<file path="src/rtl/wb_port_arbiter.sv">
// Writeback port arbiter: ALU FIFO, load and link sources share one register-file write port.
// Optional WB_CONFLICT_CNT_EN adds a saturating contention counter output (wb_conflicts).
module wb_port_arbiter #(
  parameter int unsigned DATA_W    = 32,
  parameter int unsigned ADDR_W    = 5,
  parameter int unsigned AGE_LIMIT = 3
) (
  input  logic              clk,
  input  logic              rst,
  input  logic              alu_valid,
  output logic              alu_ready,
  input  logic [ADDR_W-1:0] alu_rd,
  input  logic [DATA_W-1:0] alu_data,
  input  logic              ld_valid,
  output logic              ld_ready,
  input  logic [ADDR_W-1:0] ld_rd,
  input  logic [DATA_W-1:0] ld_data,
  input  logic              lnk_valid,
  output logic              lnk_ready,
  input  logic [ADDR_W-1:0] lnk_rd,
  input  logic [DATA_W-1:0] lnk_pc,
  output logic              reg_write,
  output logic [ADDR_W-1:0] write_reg,
  output logic [1:0]        mem_to_reg,
  output logic [DATA_W-1:0] out_from_ALU,
  output logic [DATA_W-1:0] data_out,
  output logic [DATA_W-1:0] prog_count,
`ifdef WB_CONFLICT_CNT_EN
  output logic [15:0]       wb_conflicts,
`endif
  output logic              busy
);

  localparam int unsigned AGE_W = (AGE_LIMIT < 1) ? 1 : $clog2(AGE_LIMIT + 1);

  typedef enum logic [1:0] {
    SRC_ALU = 2'b00,
    SRC_MEM = 2'b01,
    SRC_PC  = 2'b10
  } src_t;

  logic [ADDR_W-1:0] fifo_rd   [2];
  logic [DATA_W-1:0] fifo_data [2];
  logic              rd_ptr;
  logic              wr_ptr;
  logic [1:0]        count;
  logic [AGE_W-1:0]  age;

  logic              alu_cand;
  logic              fifo_full;
  logic              aging;
  logic              push;
  logic              pop;
  logic              gnt_valid;
  src_t              gnt_src;
  logic [ADDR_W-1:0] gnt_rd;

  assign alu_cand  = (count != 2'd0);
  assign fifo_full = (count == 2'd2);
  assign aging     = (age == AGE_W'(AGE_LIMIT));
  assign alu_ready = !fifo_full;
  assign push      = !rst && alu_valid && !fifo_full;
  assign busy      = alu_cand || alu_valid || ld_valid || lnk_valid;

  // Grants are suppressed during reset so no source believes it was accepted.
  always_comb begin
    gnt_valid = 1'b0;
    gnt_src   = SRC_ALU;
    gnt_rd    = fifo_rd[rd_ptr];
    if (!rst) begin
      if (alu_cand && aging) begin
        gnt_valid = 1'b1;
        gnt_src   = SRC_ALU;
        gnt_rd    = fifo_rd[rd_ptr];
      end else if (ld_valid) begin
        gnt_valid = 1'b1;
        gnt_src   = SRC_MEM;
        gnt_rd    = ld_rd;
      end else if (lnk_valid) begin
        gnt_valid = 1'b1;
        gnt_src   = SRC_PC;
        gnt_rd    = lnk_rd;
      end else if (alu_cand) begin
        gnt_valid = 1'b1;
        gnt_src   = SRC_ALU;
        gnt_rd    = fifo_rd[rd_ptr];
      end
    end
  end

  assign pop       = gnt_valid && (gnt_src == SRC_ALU);
  assign ld_ready  = ld_valid && gnt_valid && (gnt_src == SRC_MEM);
  assign lnk_ready = lnk_valid && gnt_valid && (gnt_src == SRC_PC);

  always_ff @(posedge clk) begin
    if (rst) begin
      rd_ptr       <= 1'b0;
      wr_ptr       <= 1'b0;
      count        <= 2'd0;
      age          <= '0;
      reg_write    <= 1'b0;
      write_reg    <= '0;
      mem_to_reg   <= SRC_ALU;
      out_from_ALU <= '0;
      data_out     <= '0;
      prog_count   <= '0;
    end else begin
      if (push) begin
        fifo_rd[wr_ptr]   <= alu_rd;
        fifo_data[wr_ptr] <= alu_data;
        wr_ptr            <= ~wr_ptr;
      end
      if (pop)
        rd_ptr <= ~rd_ptr;
      case ({push, pop})
        2'b10:   count <= count + 2'd1;
        2'b01:   count <= count - 2'd1;
        default: ;
      endcase

      if (!fifo_full || pop)
        age <= '0;
      else if (!aging)
        age <= age + AGE_W'(1);

      reg_write  <= gnt_valid && (gnt_rd != '0);
      mem_to_reg <= gnt_valid ? gnt_src : SRC_ALU;
      if (gnt_valid) begin
        write_reg <= gnt_rd;
        case (gnt_src)
          SRC_MEM: data_out     <= ld_data;
          SRC_PC:  prog_count   <= lnk_pc;
          default: out_from_ALU <= fifo_data[rd_ptr];
        endcase
      end
    end
  end

`ifdef WB_CONFLICT_CNT_EN
  logic multi_cand;
  assign multi_cand = (ld_valid && lnk_valid) || (ld_valid && alu_cand) || (lnk_valid && alu_cand);

  always_ff @(posedge clk) begin
    if (rst)
      wb_conflicts <= '0;
    else if (multi_cand && (wb_conflicts != '1))
      wb_conflicts <= wb_conflicts + 16'd1;
  end
`endif

endmodule
</file>
<file path="config.mk">
export PLATFORM = sky130hd
export DESIGN_NAME = wb_port_arbiter
export DESIGN_NICKNAME = d
export VERILOG_FILES = /design/src/rtl/wb_port_arbiter.sv
export SDC_FILE = /design/constraint.sdc
export NUM_CORES = 1
export LEC_CHECK = 0
export CORE_MARGIN = 5
export CORE_UTILIZATION = 41
export CTS_BUF_LIST = sky130_fd_sc_hd__clkbuf_8
export DETAILED_ROUTE_END_ITERATION = 12
export PLACE_DENSITY = 0.76
export SLEW_MARGIN = 10
export SYNTH_ARGS = -nofsm -noshare
export SYNTH_HDL_FRONTEND = slang
export SYNTH_SLANG_ARGS = --single-unit
</file>
<file path="constraint.sdc">
create_clock -name clk -period 3.2 [get_ports clk]
set_input_delay 0.32 -clock clk [delete_from_list [all_inputs] [get_ports clk]]
set_output_delay 0.32 -clock clk [all_outputs]
set_load 0.1 [all_outputs]
</file>
==> results.py <==
metrics = {
    "finish": {
        "n_antenna_cell": 0,
        "final_common_cell": "clkdlybuf4s50_1",
        "layout_common_cells": "clkdlybuf4s50_1 (218), dfxtp_1 (110), edfxtp_1 (74), nand2b_1 (68), nand2_1 (65)",
        "fin_cells": 1046,
        "drive_gt1_share_pct": 14.4,
        "final_nets": 929,
        "area_delta_synth_final_pct": 38.8,
        "largest_reg_flops": 64,
        "top_register": "fifo_data",
    },
    "setup_path": {
        "critPathCaptureType": "output pin",
        "cpMostUsedCell": "ha_1",
        "cp_slowest_cell": "nor3b_1",
        "reg2reg_depth": 10,
        "worstSetupStartpointType": "flip-flop",
        "cpPeakStageDelay_ns": 0.36,
        "crit-reg2reg-capture": "count[1]",
        "rrSetupSlack_ns": 0.35,
        "cp-endpoint": "ld_ready",
        "reg2reg_from": "age[0]",
        "cp_max_fo": 8,
        "critPathRequiredTime_ns": 2.88,
        "worstPathCellList": "ha_1 -> o21a_1 -> or2_0 -> nor3b_1 -> inv_1 -> ha_1 -> and3_1 -> buf_12",
        "cp_data_arrival_time_ns": 2.62,
        "cp-startpoint": "age[0]",
        "worstSetupPathType": "flip-flop to output pin",
    },
    "hold_path": {
        "hold_path.class": "input pin to flip-flop",
    },
    "power": {
        "p_per_area_nw_per_um2": 557,
        "clock_power_share_pct": 26.4,
        "p_leak_nw": 3.44,
        "p_sw_share_pct": 35.1,
        "peakVddDrop_uv": 309,
        "p_sw_mw": 1.95,
        "power_frac_seq_pct": 48.6,
        "intPower_mw": 3.61,
        "p_comb_share_pct": 25.0,
    },
    "timing": {
        "timing.final.crit_share_pct": 91.8,
        "setup_tns_ns": 0,
        "slew_violations": 0,
        "max_slew.worst_pin.slew_ns": 1.05,
        "fin_ws_ns": 0.263,
        "rsz0062_at_grt": "false",
        "min_period_ns": 2.94,
        "setup_violations": 0,
        "fin_worst_skew_ns": 0.00979,
        "relSlewSlack_pct": 30.0,
        "hold_violations": 0,
        "timing.fmax_ghz": 0.341,
    },
    "synth": {
        "async_flop_share_pct": 0,
        "synth_edf_count": 74,
        "ys_seq_area_share_pct": 61.8,
        "ys_seq_elements": 185,
        "yosysUniqueCellTypes": 39,
        "avgSynthCellArea_um2": 12.0,
        "synth.net_count": 718,
        "synth_top_area_cell": "dfxtp_1",
        "yosys_warnings": 0,
        "synth_area_um2": 7190,
        "synth_top_area_share_pct": 30.9,
        "syn_inst": 597,
        "ys.flop_type": "dfxtp_1",
        "synth_area_leaders": "dfxtp_1 (31%), edfxtp_1 (31%), o21ai_2 (6.8%), nand2b_1 (5.9%), mux2i_1 (5.2%)",
    },
    "global_routing": {
        "overflow": 0,
        "antenna_found_initial": 0,
        "grt_pass1_wl_um": 25500,
        "grt_pass1_vias": 4885,
        "grt_util_all_layers_pct": 15.9,
        "grt_max_degree": 68,
    },
    "die": {
        "num_rows": 48,
        "fp.dieW_um": 142,
        "start_util_pct": 41.7,
        "die_area_um2": 20300,
        "design.core.area_um2": 17200,
        "pin_count": 224,
        "die_h_um": 142,
    },
    "clock_tree": {
        "cts_tree": "built",
        "clock_latency_ns": 0.45,
        "cts.repair.resized": 0,
        "clock_path_buffers": 2,
        "post_cts_buffers": 0,
        "clk_pin_slew_ns": 0.10,
        "htree_levels": 4,
        "cts_buffers": 17,
        "root_buffer": "clkbuf_8",
        "cts_hold_buf": 0,
        "cts.sinks": 185,
    },
    "placed_design": {
        "placedCellCount": 1014,
        "port_buffers": 223,
        "dp_slack_ns": 0.369,
        "dp_hpwl_um": 11800,
        "globalplace.congestion": 0.808,
    },
    "detailed_routing": {
        "vias": 4973,
        "routed_wl_um": 16400,
        "vias_per_cell": 4.75,
        "ant_nets": 0,
        "drtIter0Drc": 200,
        "drtPass1Iterations": 4,
        "drc": 0,
        "routedWlPerCell_um": 15.7,
    },
    "outcome": {
        "status": "finished, final reports clean",
    },
    "run": {
        "drv_cap": 0,
    },
}
==> layout make-up <==
type	instances	area, um^2
fillers	1448	7260
flip-flops and latches	185	4450
multi-input cells	367	2480
repair buffers	234	2380
well taps	225	282
clock buffers	17	234
clock inverters	15	144
inverters	3	11.3
==> worst min-delay path by stage <==
stage                startpoint               to  depth (start not counted)
floorplan           alu_data[0]  fifo_data[0][0]                          0
global placement    data_out[3]      data_out[3]                          2
detailed placement  data_out[3]      data_out[3]                          2
CTS                         rst    mem_to_reg[1]                          3
global route        ld_data[21]     data_out[21]                          3
finish               ld_data[3]      data_out[3]                          3
==> power by group through the flow <==
| stage | Clock [mW] | Combinational (mW) | Sequential [mW] |
|---|---|---|---|
| finish | 1.47 | 1.39 | 2.70 |
| global route | 1.62 | 1.45 | 2.73 |
| CTS | 1.52 | 1.40 | 2.71 |
| detailed placement | 0 | 1.39 | 2.76 |
| global placement | 0 | 1.38 | 2.76 |
| floorplan | 0 | 0.369 | 3.36 |
==> Yosys cell counts (2+ instances only) <==
library cell / n
nand3b_1: 5
edfxtp_1: 74
and3_1: 3
nand2_1: 65
clkbuf_1: 20
nor2_1: 45
xnor2_1: 3
nor3b_1: 3
nor4_1: 2
mux2i_1: 37
and2_4: 2
a211oi_1: 37
inv_1: 3
mux2_2: 4
or2_2: 2
o32ai_1: 4
dfxtp_1: 111
nand2b_1: 68
ha_1: 5
a221oi_1: 3
o21ai_1: 8
buf_2: 7
o21ai_2: 56
xor2_1: 2
buf_6: 14
==> worst max-delay path: cells and delay by family, from the launching register on <==
kind / cells / cell delay [ns]
and+or+nand+nor: 3 / 0.90
adders and majority gates: 2 / 0.46
DFF: 1 / 0.33
buffers and inverters: 2 / 0.28
AOI/OAI and AO/OA: 1 / 0.21
==> cells by family (layout without fill, tap and decap cells) <==
logic type	after synthesis	in the layout	synth area share, %
AOI/OAI and AO/OA	115	115	12.8
and+or+nand+nor	201	201	14.1
muxes	41	41	5.78
buffers and inverters	45	269	3.94
adders and majority gates	5	5	0.871
xor gates and xnor gates	5	5	0.610
DFF	185	185	61.8
==> per-stage QoR <==
| stage | cell area (um^2) | util (%) | hold slack [ns] | power [mW] |
|---|---|---|---|---|
| after floorplan | 7190 | - | 0.419 | 3.73 |
| after global placement | 9600 | 55.7 | 0.451 | 4.14 |
| after detailed placement | 9600 | 55.7 | 0.459 | 4.15 |
| after CTS | 9970 | 57.9 | 0.366 | 5.62 |
| after global routing | 9970 | 57.9 | 0.385 | 5.80 |
| final | 9970 | 57.9 | 0.400 | 5.56 |
==> layer usage <==
metal / track usage [%] / vias to the layer above / part of all wire [%] / wire [um]
met5: 0 / - / 0 / 0
met4: 3.60 / 0 / 0.71 / 116
met3: 5.91 / 8 / 9.3 / 1530
met2: 25.4 / 180 / 45 / 7390
met1: 20.6 / 2269 / 45 / 7380
li1: - / 2516 / - / -
Power figures use the tool's default switching activity.
